<file path="config.mk">
export PLATFORM = sky130hd
export DESIGN_NAME = memory_access_flat
export DESIGN_NICKNAME = d
export VERILOG_FILES = /design/src/rtl/memory_access_if.sv /design/src/rtl/memory_access.sv /design/src/flat_wrapper.sv
export SDC_FILE = /design/constraint.sdc
export NUM_CORES = 1
export LEC_CHECK = 0
export CAP_MARGIN = 20
export CORE_MARGIN = 5
export CORE_UTILIZATION = 39
export DETAILED_ROUTE_END_ITERATION = 6
export PLACE_DENSITY = 0.77
export SLEW_MARGIN = 10
export SYNTH_ARGS = -nofsm -noshare
export SYNTH_HDL_FRONTEND = slang
export SYNTH_SLANG_ARGS = --single-unit
</file>
<file path="constraint.sdc">
create_clock -name clk -period 1.9 [get_ports clk]
set_input_delay 0.38 -clock clk [delete_from_list [all_inputs] [get_ports clk]]
set_output_delay 0.38 -clock clk [all_outputs]
set_load 0.03 [all_outputs]
</file>
<file path="src/rtl/memory_access_if.sv">
// Data-memory req/ack bus between the memory stage (master) and the memory (slave).
// The request fields are held stable from req rising until ack or timeout.
interface memory_access_if #(
   parameter int XLEN = 32
);
   logic            dmem_req;
   logic            dmem_we;
   logic [XLEN-1:0] dmem_addr;
   logic [3:0]      dmem_be;
   logic [XLEN-1:0] dmem_wdata;
   logic [XLEN-1:0] dmem_rdata;
   logic            dmem_ack;

   modport master (
      output dmem_req, dmem_we, dmem_addr, dmem_be, dmem_wdata,
      input  dmem_rdata, dmem_ack
   );

   modport slave (
      input  dmem_req, dmem_we, dmem_addr, dmem_be, dmem_wdata,
      output dmem_rdata, dmem_ack
   );
endinterface

</file>
<file path="src/rtl/memory_access.sv">
// Memory stage: issues loads/stores, formats load data, registers the _mw pipeline fields.
// Aligned memops stall until ack (or timeout) plus one DONE cycle; others capture in one edge.
module memory_access #(
   parameter int XLEN        = 32,
   parameter int OPLEN       = 6,
   parameter int TIMEOUT_CYC = 16
) (
   input  logic             clk,
   input  logic             rst,
   input  logic             i_phase_memory,
   input  logic [OPLEN-1:0] i_decoded_op_em,
   input  logic             i_jump_state_em,
   input  logic [4:0]       i_rdsel_em,
   input  logic [XLEN-1:0]  i_next_pc_em,
   input  logic [XLEN-1:0]  i_alu_out_em,
   input  logic [XLEN-1:0]  i_csr_out_em,
   input  logic [XLEN-1:0]  i_rs2data_em,
   input  logic             i_mem_read_em,
   input  logic             i_mem_write_em,
   input  logic [2:0]       i_mem_funct3_em,
   memory_access_if.master  dmem,
   output logic [OPLEN-1:0] o_decoded_op_mw,
   output logic             o_jump_state_mw,
   output logic [4:0]       o_rdsel_mw,
   output logic [XLEN-1:0]  o_next_pc_mw,
   output logic [XLEN-1:0]  o_alu_out_mw,
   output logic [XLEN-1:0]  o_csr_out_mw,
   output logic [XLEN-1:0]  o_mem_out_mw,
   output logic             o_misaligned_mw,
   output logic             o_bus_error_mw,
   output logic             o_stall_memory
);
   localparam int CW = (TIMEOUT_CYC > 2) ? $clog2(TIMEOUT_CYC) : 1;
   localparam logic [CW-1:0] CNT_LAST = CW'(TIMEOUT_CYC - 1);

   typedef enum logic [1:0] {S_IDLE, S_WAIT, S_DONE} state_t;
   state_t r_state, w_next;

   logic [CW-1:0]    r_cnt;
   logic             r_req, r_we, r_load;
   logic [XLEN-1:0]  r_addr, r_wdata;
   logic [3:0]       r_be;
   logic [1:0]       r_lane;
   logic [2:0]       r_f3;
   logic [OPLEN-1:0] r_decoded_op;
   logic             r_jump, r_mis, r_berr;
   logic [4:0]       r_rdsel;
   logic [XLEN-1:0]  r_next_pc, r_alu_out, r_csr_out, r_mem_out;

   logic            w_memop, w_misaligned, w_issue, w_bypass, w_ack, w_tmo;
   logic [1:0]      w_lane;
   logic [3:0]      w_be;
   logic [XLEN-1:0] w_wdata, w_shifted, w_load;

   assign w_memop = i_mem_read_em | i_mem_write_em;
   assign w_lane  = i_alu_out_em[1:0];

   // Unsigned sizes (100/101) exist only for loads.
   always_comb begin
      w_misaligned = 1'b1;
      case (i_mem_funct3_em)
         3'b000:  w_misaligned = 1'b0;
         3'b001:  w_misaligned = w_lane[0];
         3'b010:  w_misaligned = |w_lane;
         3'b100:  w_misaligned = ~i_mem_read_em;
         3'b101:  w_misaligned = ~i_mem_read_em | w_lane[0];
         default: w_misaligned = 1'b1;
      endcase
   end

   assign w_issue  = (r_state == S_IDLE) & i_phase_memory & w_memop & ~w_misaligned;
   assign w_bypass = (r_state == S_IDLE) & i_phase_memory & ~(w_memop & ~w_misaligned);
   assign w_ack    = (r_state == S_WAIT) & dmem.dmem_ack;
   assign w_tmo    = (r_state == S_WAIT) & ~dmem.dmem_ack & (r_cnt == CNT_LAST);

   always_ff @(posedge clk) begin
      if (rst) r_state <= S_IDLE;
      else     r_state <= w_next;
   end

   always_comb begin
      w_next         = r_state;
      o_stall_memory = 1'b0;
      case (r_state)
         S_IDLE:  if (w_issue) w_next = S_WAIT;
         S_WAIT:  if (w_ack || w_tmo) w_next = S_DONE;
         S_DONE:  w_next = S_IDLE;
         default: w_next = S_IDLE;
      endcase
      if (r_state != S_DONE)
         o_stall_memory = i_phase_memory & w_memop & ~w_misaligned;
   end

   always_comb begin
      w_be    = 4'b1111;
      w_wdata = i_rs2data_em;
      case (i_mem_funct3_em[1:0])
         2'b00: begin
            w_be    = 4'b0001 << w_lane;
            w_wdata = {4{i_rs2data_em[7:0]}};
         end
         2'b01: begin
            w_be    = 4'b0011 << w_lane;
            w_wdata = {2{i_rs2data_em[15:0]}};
         end
         default: ;
      endcase
   end

   assign w_shifted = dmem.dmem_rdata >> {r_lane, 3'b000};

   always_comb begin
      w_load = dmem.dmem_rdata;
      case (r_f3[1:0])
         2'b00: w_load = r_f3[2] ? {{(XLEN-8){1'b0}}, w_shifted[7:0]}
                                 : {{(XLEN-8){w_shifted[7]}}, w_shifted[7:0]};
         2'b01: w_load = r_f3[2] ? {{(XLEN-16){1'b0}}, w_shifted[15:0]}
                                 : {{(XLEN-16){w_shifted[15]}}, w_shifted[15:0]};
         default: ;
      endcase
   end

   always_ff @(posedge clk) begin
      if (rst) begin
         r_cnt <= '0; r_req <= 1'b0; r_we <= 1'b0; r_load <= 1'b0;
         r_addr <= '0; r_wdata <= '0; r_be <= '0; r_lane <= '0; r_f3 <= '0;
         r_decoded_op <= '0; r_jump <= 1'b0; r_rdsel <= '0; r_next_pc <= '0;
         r_alu_out <= '0; r_csr_out <= '0; r_mem_out <= '0; r_mis <= 1'b0; r_berr <= 1'b0;
      end else begin
         if (w_issue)                 r_cnt <= '0;
         else if (r_state == S_WAIT)  r_cnt <= r_cnt + 1'b1;

         if (w_issue) begin
            r_req   <= 1'b1;
            r_we    <= i_mem_write_em;
            r_addr  <= {i_alu_out_em[XLEN-1:2], 2'b00};
            r_be    <= w_be;
            r_wdata <= w_wdata;
            r_lane  <= w_lane;
            r_f3    <= i_mem_funct3_em;
            r_load  <= i_mem_read_em;
         end else if (w_ack || w_tmo) begin
            r_req <= 1'b0;
            r_we  <= 1'b0;
         end

         // Faulted accesses zero rdsel so writeback never touches the register file.
         if (w_bypass || w_ack || w_tmo) begin
            r_decoded_op <= i_decoded_op_em;
            r_jump       <= i_jump_state_em;
            r_next_pc    <= i_next_pc_em;
            r_alu_out    <= i_alu_out_em;
            r_csr_out    <= i_csr_out_em;
            r_mis        <= w_bypass & w_memop;
            r_berr       <= w_tmo;
            r_rdsel      <= ((w_bypass & w_memop) | w_tmo) ? 5'd0 : i_rdsel_em;
            r_mem_out    <= (w_ack & r_load) ? w_load : '0;
         end
      end
   end

   assign dmem.dmem_req   = r_req;
   assign dmem.dmem_we    = r_we;
   assign dmem.dmem_addr  = r_addr;
   assign dmem.dmem_be    = r_be;
   assign dmem.dmem_wdata = r_wdata;

   assign o_decoded_op_mw = r_decoded_op;
   assign o_jump_state_mw = r_jump;
   assign o_rdsel_mw      = r_rdsel;
   assign o_next_pc_mw    = r_next_pc;
   assign o_alu_out_mw    = r_alu_out;
   assign o_csr_out_mw    = r_csr_out;
   assign o_mem_out_mw    = r_mem_out;
   assign o_misaligned_mw = r_mis;
   assign o_bus_error_mw  = r_berr;
endmodule

</file>
<file path="src/flat_wrapper.sv">
// flat-port wrapper written by rule: the top's interface ports become plain ports
module memory_access_flat 
#(
   parameter int XLEN        = 32,
   parameter int OPLEN       = 6,
   parameter int TIMEOUT_CYC = 16
)
  (clk, rst, i_phase_memory, i_decoded_op_em, i_jump_state_em, i_rdsel_em, i_next_pc_em, i_alu_out_em, i_csr_out_em, i_rs2data_em, i_mem_read_em, i_mem_write_em, i_mem_funct3_em, o_decoded_op_mw, o_jump_state_mw, o_rdsel_mw, o_next_pc_mw, o_alu_out_mw, o_csr_out_mw, o_mem_out_mw, o_misaligned_mw, o_bus_error_mw, o_stall_memory, dmem_dmem_req, dmem_dmem_we, dmem_dmem_addr, dmem_dmem_be, dmem_dmem_wdata, dmem_dmem_rdata, dmem_dmem_ack);
  memory_access_if #(.XLEN(XLEN)) dmem_i ();
  input  logic clk;
  input  logic rst;
  input  logic i_phase_memory;
  input  logic [OPLEN-1:0] i_decoded_op_em;
  input  logic i_jump_state_em;
  input  logic [4:0] i_rdsel_em;
  input  logic [XLEN-1:0] i_next_pc_em;
  input  logic [XLEN-1:0] i_alu_out_em;
  input  logic [XLEN-1:0] i_csr_out_em;
  input  logic [XLEN-1:0] i_rs2data_em;
  input  logic i_mem_read_em;
  input  logic i_mem_write_em;
  input  logic [2:0] i_mem_funct3_em;
  output logic [OPLEN-1:0] o_decoded_op_mw;
  output logic o_jump_state_mw;
  output logic [4:0] o_rdsel_mw;
  output logic [XLEN-1:0] o_next_pc_mw;
  output logic [XLEN-1:0] o_alu_out_mw;
  output logic [XLEN-1:0] o_csr_out_mw;
  output logic [XLEN-1:0] o_mem_out_mw;
  output logic o_misaligned_mw;
  output logic o_bus_error_mw;
  output logic o_stall_memory;
  output wire logic [$bits(dmem_i.dmem_req)-1:0] dmem_dmem_req;
  output wire logic [$bits(dmem_i.dmem_we)-1:0] dmem_dmem_we;
  output wire logic [$bits(dmem_i.dmem_addr)-1:0] dmem_dmem_addr;
  output wire logic [$bits(dmem_i.dmem_be)-1:0] dmem_dmem_be;
  output wire logic [$bits(dmem_i.dmem_wdata)-1:0] dmem_dmem_wdata;
  input wire logic [$bits(dmem_i.dmem_rdata)-1:0] dmem_dmem_rdata;
  input wire logic [$bits(dmem_i.dmem_ack)-1:0] dmem_dmem_ack;
  assign dmem_dmem_req = dmem_i.dmem_req;
  assign dmem_dmem_we = dmem_i.dmem_we;
  assign dmem_dmem_addr = dmem_i.dmem_addr;
  assign dmem_dmem_be = dmem_i.dmem_be;
  assign dmem_dmem_wdata = dmem_i.dmem_wdata;
  assign dmem_i.dmem_rdata = dmem_dmem_rdata;
  assign dmem_i.dmem_ack = dmem_dmem_ack;
  memory_access #(.XLEN(XLEN), .OPLEN(OPLEN), .TIMEOUT_CYC(TIMEOUT_CYC)) u_core (.clk(clk), .rst(rst), .i_phase_memory(i_phase_memory), .i_decoded_op_em(i_decoded_op_em), .i_jump_state_em(i_jump_state_em), .i_rdsel_em(i_rdsel_em), .i_next_pc_em(i_next_pc_em), .i_alu_out_em(i_alu_out_em), .i_csr_out_em(i_csr_out_em), .i_rs2data_em(i_rs2data_em), .i_mem_read_em(i_mem_read_em), .i_mem_write_em(i_mem_write_em), .i_mem_funct3_em(i_mem_funct3_em), .dmem(dmem_i), .o_decoded_op_mw(o_decoded_op_mw), .o_jump_state_mw(o_jump_state_mw), .o_rdsel_mw(o_rdsel_mw), .o_next_pc_mw(o_next_pc_mw), .o_alu_out_mw(o_alu_out_mw), .o_csr_out_mw(o_csr_out_mw), .o_mem_out_mw(o_mem_out_mw), .o_misaligned_mw(o_misaligned_mw), .o_bus_error_mw(o_bus_error_mw), .o_stall_memory(o_stall_memory));
endmodule
</file>
==> reports/metrics.cfg <==
[grt]
grt_pass1_vias=8790
grt_pass1_wl_microns=46900
grt.overflow.total=0
grt_antenna_before_repair=2
grt.total_usage_pct=21.5
grt_max_degree=123

[clock_tree]
cts.sinks=222
cts_buffer_depth=3
cts_tree=done
insertion_delay_ps=510
clkTransAtPathRegs_ps=60
htree_levels=1
cts_made_buffers=25
root_buffer=clkbuf_16
hold_buffers=0

[logic_synthesis]
synthesis.area_sq_um=9260
postSynthCellCount=1046
synth_top_area_share_pct=48.0
synth_top_area_cell=dfxtp_1
synth.distinct_cells=55
synth_common_cells=337 x nand2_1, 222 x dfxtp_1, 133 x mux2i_1
synthArstFlopShare_pct=0
ys_ff_latch=222
ys_warn_count=0
synth-edff-count=0
synth-main-ff-cell=dfxtp_1
synth.most_common_cell=nand2_1
synthTopCellsByArea=dfxtp_1 48%, mux2i_1 14%, nand2_1 14%
syn_avg_cell_area_sq_um=8.85
yosysSeqAreaShare_pct=48.0

[power_and_ir_drop]
power_mw=12.9
vdd_drop_max_mv=0.804
leakage_nw=6.92
power_density_nw_per_um2=885

[layout]
fill_cells=2046
areaGrowthSynthToFinish_pct=57.9
seq_area_sq_um=4440
multi_input_area_sq_um=4360
drive_gt1_share_pct=9.36
layout.nets=1628

[floorplanning]
dieArea_sq_um=26900
io_pins=394
start_util_pct=39.6
die_h_microns=164
row_count=56
die_w_microns=164
core_area_sq_um=23400

[place]
io_buffer_count=391
place_ws_ps=-543
dp_hpwl_microns=22300
gp_congestion=0.842

[route]
first_iter_violations=650
vias=8901
first_pass_iters=5
drcViolationCount=0
dr_wl_met2_microns=14600
met1_length_microns=12200
routed.top_layer=met5
drtAntennaViolNets=0
wl_met3_microns=3040
vias_per_cell=4.99
drt-total-wl_microns=30800
wl_per_cell_microns=17.3

[sta]
fin_crit_sh_pct=97.8
fin_ws_ps=42.4
setup_violations=0
max_freq_mhz=538
hold_viol=0
fin_crit_ps=1860
tns_ps=0
hold_slack_ps=270
fin_skew_ps=12.8
slew-limit-headroom_pct=56.6
slew_violations=0
tightest_slew_ps=644

[run_status]
status=completed

[worst_setup_path]
critical_path.cell_chain=ha_1 > a31oi_2 > buf_4 > o21a_1 > a21boi_1 > buf_12 > a221o_1
cp.arrival_ps=2250
cp_slowest_stage_delay_ps=360
path_max_fanout=20
reg2reg_to=u_core.o_mem_out_mw[19]
criticalPathCategory=reg -> reg
critical_path_buf_inv_count=2
path_delay_family=compound AO/OA/AOI/OAI gates
rr_worst_depth=7
worstReg2RegStart=u_core.r_cnt[1]
cp-start-kind=flop
reg2reg_slack_ps=40
cp.required_ps=2290
worst_setup_path_end_kind=flop
crit_slowest_cell=a221o_1

[min_path]
min_to=u_core.o_bus_error_mw
hold_depth=3
hold_path_class=in -> reg
hold_start=rst

[job]
cap_violations=0

## placed cells by master (no fill, tap or decap), types with 2 or more instances in the layout
cell type,Yosys,layout
a311oi_1,10,10
clkbuf_16,0,25
o31ai_1,2,2
clkinv_2,0,5
dfxtp_1,222,222
buf_12,1,19
clkdlybuf4s50_1,0,174
buf_4,7,51
nand3b_1,3,3
nand2b_1,4,3
a221o_1,16,16
clkbuf_1,53,2
nor3_1,12,12
mux2i_1,133,132
o21ai_1,6,7
dlygate4sd2_1,0,212
clkbuf_8,0,4
a2bb2oi_1,5,5
a31o_2,5,5
bufinv_16,0,7
o2111a_1,6,5
xor2_1,2,2
o211a_1,8,8
a211oi_1,9,9
nor2_1,31,30
a21oi_1,58,58
o22ai_1,2,2
o211ai_1,10,10
o221ai_1,12,12
nand3_1,2,2
conb_1,1,2
nor2b_1,3,2
o21ai_0,13,12
nand2_1,337,337
buf_2,18,2
o2bb2ai_1,3,3
inv_1,20,20
## worst max path at each step
| stage | from | slack [ps] | endpoint | depth (start not counted) |
|---|---|---|---|---|
| detailed placement | i_mem_funct3_em[0] | -540 | u_core.o_next_pc_mw[16] | 7 |
| global route | u_core.r_cnt[0] | -20 | u_core.o_next_pc_mw[5] | 7 |
| floorplan | u_core.r_lane[1] | 70 | u_core.o_mem_out_mw[21] | 6 |
| finish | u_core.r_cnt[1] | 40 | u_core.o_mem_out_mw[19] | 7 |
| global placement | i_mem_funct3_em[0] | -500 | o_stall_memory | 6 |
| CTS | i_mem_write_em | 3 | o_stall_memory | 5 |
## sequential cells by signal, summed over array words and instances (netlist names), 2 cells and up
| signal | count |
|---|---|
| u_core.o_next_pc_mw | 32 |
| u_core.dmem.dmem_be | 4 |
| u_core.r_lane | 2 |
| u_core.o_rdsel_mw | 5 |
| u_core.o_decoded_op_mw | 6 |
| u_core.r_state | 2 |
| u_core.r_f3 | 3 |
| u_core.dmem.dmem_wdata | 32 |
| u_core.r_cnt | 4 |
| u_core.o_csr_out_mw | 32 |
| u_core.o_alu_out_mw | 32 |
| u_core.o_mem_out_mw | 32 |
| u_core.dmem.dmem_addr | 30 |
## logic make-up (layout without fill, tap and decap cells)
group / after synthesis / after routing / share of synthesized area, %
buf+inv: 108 / 525 / 5.81
fa+ha+maj: 1 / 1 / 0.135
other cells: 1 / 3 / 0.0405
simple gates: 399 / 399 / 17.0
mux: 135 / 135 / 14.7
compound gates: 177 / 177 / 13.9
flops: 222 / 222 / 48.0
xor+xnor: 3 / 3 / 0.284
## final cells by class
type | instances | area share, %
clock buffer | 31 | 4.71
clock inverter | 14 | 1.72
tap | 319 | 2.73
antenna | 1 | 0.0171
inverter | 21 | 0.574
sequential | 222 | 30.4
timing repair buffer | 459 | 30.0
multi-input combinational | 717 | 29.8
## stage by stage
step                cell area [sq um]  utilization (%)  cells
floorplan                        9260                -   1047
CTS                             14600             62.3   1783
global route                    14600             62.4   1784
detailed placement              13900             59.3   1736
global placement                13900             59.3   1736
finish                          14600             62.4   1784
## where the power goes
part	switching, mW	internal [mW]	total [mW]
clock network	1.95	3.51	5.47
logic	1.35	1.06	2.41
registers	0.131	4.92	5.05
## what timing repair did
action,CTS,global route
gates resized for setup,225,5
pin swaps,3,2
setup buffers,3,0
endpoints found under the hold margin,0,0
endpoints found under the setup margin,215,24
## tightest hold or removal path, cell delays in order
cell    delay [ps]
buf_4          150
inv_6           90
a31o_1         130
## per-layer routing
| metal | vias up | global-route usage, % |
|---|---|---|
| li1 | 4381 | - |
| met1 | 4100 | 25.2 |
| met4 | 2 | 7.40 |
| met2 | 342 | 36.6 |
| met3 | 76 | 7.35 |
| met5 | - | 0 |
No activity file was read; power rests on OpenSTA's default activity.
